<file path="config.mk">
export PLATFORM = sky130hd
export DESIGN_NAME = nx_ram_1rw_req
export DESIGN_NICKNAME = d
export VERILOG_FILES = /design/src/rtl/nx_ram_1rw_req.sv
export SDC_FILE = /design/constraint.sdc
export NUM_CORES = 1
export LEC_CHECK = 0
export ABC_AREA = 1
export BUFFER_PORTS_ARGS = -buffer_cell sky130_fd_sc_hd__buf_4
export CORE_AREA = 3 3 163 165
export DETAILED_ROUTE_END_ITERATION = 10
export DIE_AREA = 0 0 166 168
export GPL_TIMING_DRIVEN = 0
export SYNTH_ARGS = -nofsm -noshare
export SYNTH_HDL_FRONTEND = slang
export SYNTH_SLANG_ARGS = --single-unit
</file>
<file path="constraint.sdc">
create_clock -name clk -period 7.1 [get_ports clk]
set_input_delay 1.42 -clock clk [delete_from_list [all_inputs] [get_ports clk]]
set_output_delay 1.42 -clock clk [all_outputs]
set_load 0.02 [all_outputs]
</file>
<file path="src/rtl/nx_ram_1rw_req.sv">
// Request-side initiator for a single-port RAM: valid/ready requests in,
// RAM port out, in-order read data returned through a small response FIFO.
module nx_ram_1rw_req #(
  parameter int WIDTH     = 64,
  parameter int DEPTH     = 32768,
  parameter int AW        = 15,
  parameter int RSP_DEPTH = 2,
  parameter int INIT_ZERO = 1
) (
  input  logic             clk,
  input  logic             rst_n,
  input  logic             req_valid,
  output logic             req_ready,
  input  logic             req_we,
  input  logic [AW-1:0]    req_addr,
  input  logic [WIDTH-1:0] req_wdata,
  input  logic [WIDTH-1:0] req_bwe,
  output logic             rsp_valid,
  input  logic             rsp_ready,
  output logic [WIDTH-1:0] rsp_data,
  output logic             init_done,
  output logic             ram_cs,
  output logic             ram_we,
  output logic [AW-1:0]    ram_add,
  output logic [WIDTH-1:0] ram_din,
  output logic [WIDTH-1:0] ram_bwe,
  input  logic [WIDTH-1:0] ram_dout
);

  localparam int CW = $clog2(RSP_DEPTH + 1);
  localparam int PW = $clog2(RSP_DEPTH);

  typedef enum logic [1:0] {IDLE, INIT, RUN} state_t;

  state_t                          state, state_nxt;
  logic [AW-1:0]                   icnt;
  logic                            pend;
  logic [CW-1:0]                   fcnt;
  logic [PW-1:0]                   rptr, wptr;
  logic [RSP_DEPTH-1:0][WIDTH-1:0] mem;
  logic                            push, pop, rd_acc;
  logic [CW:0]                     occ;

  assign rsp_valid = (fcnt != '0);
  assign rsp_data  = mem[rptr];
  assign pop       = rsp_valid & rsp_ready;
  assign push      = pend;
  assign rd_acc    = req_valid & req_ready & ~req_we;

  // Occupancy the FIFO will have once the in-flight read lands, net of this
  // cycle's pop; keeps every accepted read guaranteed a free slot.
  assign occ = {1'b0, fcnt} + {{CW{1'b0}}, pend} - {{CW{1'b0}}, pop};

  always_comb begin
    state_nxt = state;
    req_ready = 1'b0;
    ram_cs    = 1'b0;
    ram_we    = 1'b0;
    ram_add   = '0;
    ram_din   = '0;
    ram_bwe   = '0;
    case (state)
      IDLE: state_nxt = (INIT_ZERO != 0) ? INIT : RUN;
      INIT: begin
        ram_cs  = 1'b1;
        ram_we  = 1'b1;
        ram_add = icnt;
        ram_bwe = '1;
        if (icnt == AW'(DEPTH - 1)) state_nxt = RUN;
      end
      RUN: begin
        req_ready = (occ < (CW+1)'(RSP_DEPTH));
        if (req_valid && req_ready) begin
          ram_cs  = 1'b1;
          ram_we  = req_we;
          ram_add = req_addr;
          ram_din = req_wdata;
          ram_bwe = req_bwe;
        end
      end
      default: state_nxt = IDLE;
    endcase
  end

  always_ff @(posedge clk or negedge rst_n) begin
    if (!rst_n) begin
      state     <= IDLE;
      init_done <= 1'b0;
      icnt      <= '0;
      pend      <= 1'b0;
    end else begin
      state     <= state_nxt;
      init_done <= (state_nxt == RUN);
      icnt      <= (state == INIT) ? icnt + AW'(1) : '0;
      pend      <= rd_acc;
    end
  end

  always_ff @(posedge clk or negedge rst_n) begin
    if (!rst_n) begin
      fcnt <= '0;
      rptr <= '0;
      wptr <= '0;
      mem  <= '0;
    end else begin
      fcnt <= fcnt + CW'(push) - CW'(pop);
      if (push) begin
        mem[wptr] <= ram_dout;
        wptr      <= (wptr == PW'(RSP_DEPTH - 1)) ? '0 : wptr + PW'(1);
      end
      if (pop)
        rptr <= (rptr == PW'(RSP_DEPTH - 1)) ? '0 : rptr + PW'(1);
    end
  end

endmodule

</file>
==> impl_results.md <==
- Number of fill cells: 2,615
- Max H-tree Level: 4
- Post-DRT Antenna Nets: 0
- Seq/Total Area, Yosys: 47.6%
- Peak supply drop: 0.156 mV
- Longest Clk Path Bufs: 2
- Hold WS: 0.482 ns
- Fin nets: 1,817
- Register bit total from synthesis: 151
- TritonCTS clock tree: built
- Syn avg cell area: 6.88 um2
- Kind of critical path: in2out
- Largest net degree at the start of global routing: 88
- Run status: completed
- Worst EP arrival: 4.18 ns
- GRT Residual Overflow: 0
- YS warnings: 0
- Relative slew slack: 58.0%
- First-pass GRT wire length: 49,000 um
- Commonest non-fill, non-tap cells in the layout: buf_4, nand2_1, nor2_1
- Die width: 166 um
- Share of layout cells above drive strength 1: 29.6%
- Ranking of synthesized cells by area: dfrtp_1, nand2_1, nor2_1
- DRC viols: 0
- Via count: 8,731
- Crit path time final: 5.60 ns
- CP required: 5.68 ns
- Clock transition at path regs: 0.06 ns
- Max Fclk: 179 MHz
- Power per cell area: 245 mW/mm2
- Finish-stage setup viols: 0
- Max Transition Viols Final: 0
- Post-CTS Resized: 0
- Root Buffer: clkbuf_16
- Vias in the first global route: 8,497
- Drt via density: 4.49
- Number of max-cap violations: 0
- Cts bufs inserted: 17
- GPL Wtd Cong: 0.971
- Clock Sinks: 151
- DR WL/cell: 16.7 um
- Die Area: 0.0279 mm2
- Measured slew at the worst slew-check pin: 0.630 ns
- Top-area cell type share of the netlist area: 47.6%
- Distinct cell type count after synthesis: 26
- Core area: 0.0252 mm2
- Final Hold Viols: 0
- Clk_skew: 0.0126 ns
- Crit start category: input port
- Clk_lat worst skew: 0.43 ns
- Crit-path max FO: 10
- Post-CTS Repair Setup Buffers: 0
- Unrepaired setup endpoints after global routing: false
- Post-Syn Instances: 1,154
- Commonest non-fill, non-tap cell in the layout: buf_4
- Hold-fix buffers at CTS: 0
- Initial antenna violation count: 3
- Synth Net Count: 1,374
- Post-synth top area cell: dfrtp_1
- Port bufs: 423
- Cell Rows: 58
- Mapped cell area: 0.00794 mm2
- Static leakage: 7.01 nW
- DP HPWL: 26,100 um
- Initial DRC count: 594
- Worst min-delay path class: reg2reg
- Crit share post-route: 78.8%
- Num ports: 424
- Die H: 168 um
- Drt total wl: 32,500 um
- DR pass1 iterations: 5
- GRT Util Overall: 22.6%
- Worst Setup End Kind: output pin
- Post-Route Setup TNS: 0 ns
- Starting Density: 31.5%
- Reg2reg setup slack: 4.43 ns
- Area growth from synthesis to layout: 53.5%
==> cells in the mapped netlist (all sizes together) <==
cell type  count
xor2           3
o21a           2
a21oi         24
clkbuf        50
nor3           2
nand2        376
or2            2
inv          160
nor2         213
xnor2          1
o21ai        132
fa             1
dfrtp        151
nand4          2
buf           19
a31oi          1
nand3          8
ha             7
==> path summary, 6_finish.rpt <==
kind                                           start              endpoint  cells past startpoint
max in group asynchronous                      rst_n   mem[70]$_DFFE_PN0P_                      2
worst max-delay path                       rsp_ready           ram_din[55]                     15
min in group asynchronous                      rst_n   mem[99]$_DFFE_PN0P_                      1
worst min-delay path            mem[124]$_DFFE_PN0P_  mem[124]$_DFFE_PN0P_                      2
worst min register to register  mem[124]$_DFFE_PN0P_  mem[124]$_DFFE_PN0P_                      2
worst max register to register     fcnt[1]$_DFF_PN0_        pend$_DFF_PN0_                     14
==> routing by layer <==
layer,global-route usage [%],vias to the layer above,part of all wire (%)
li1,-,4327,-
met1,29.4,4040,43
met2,37.5,337,48
met3,6.81,27,8.0
met4,5.10,0,1.4
met5,0,-,0
==> power breakdown <==
group / switching, mW / internal (mW) / total (mW)
registers: 0.00449 / 0.870 / 0.874
logic: 0.726 / 0.441 / 1.17
clock network: 0.385 / 0.562 / 0.947
==> flip-flops by register name, summed over array words and instances, names as in the netlist <==
register / cells
rptr: 1
wptr: 1
state: 2
pend: 1
mem: 128
init_done: 1
fcnt: 2
icnt: 15
==> through the flow <==
step	setup WS (ns)	utilization [%]	area, um2	total power [mW]	instances
after floorplan	2.15	-	7940	1.49	1154
after global placement	1.50	45.8	11500	2.06	1907
after detailed placement	1.50	45.9	11600	2.07	1908
after CTS	1.49	48.3	12200	3.02	1940
after global routing	1.33	48.4	12200	3.16	1943
final	1.50	48.4	12200	2.99	1943
==> logic make-up after synthesis <==
group                    synth area share [%]
AND/OR/NAND/NOR                          29.0
buffers and inverters                    11.4
AO/OA/AOI/OAI                            10.2
flip-flops                               47.6
adder cells (fa/ha/maj)                  1.36
XOR/XNOR                                0.442
==> critical path, stage by stage <==
cell and delay [ns]:
buf_4 0.11, nand2_1 0.09, inv_1 0.05, ha_1 0.26, inv_1 0.06, ha_1 0.14, inv_1 0.05, fa_1 0.52
nand3_2 0.12, nor3_4 0.38, inv_2 0.06, buf_2 0.20, buf_2 0.21, nor2_1 0.30, buf_4 0.21
==> cell type report <==
class                           instances  area [um2]  area share (%)
Sequential cell                       151        3780            31.0
Tap cell                              330         413            3.39
Inverter                              160         601            4.93
Timing Repair Buffer                  424        3210            26.3
Multi-Input combinational cell        774        3250            26.7
Clock inverter                         15         189            1.55
Clock buffer                           17         425            3.49
Buffer                                 69         305            2.51
Antenna cell                            3        7.51          0.0617
(Power assumes the default switching activity.)
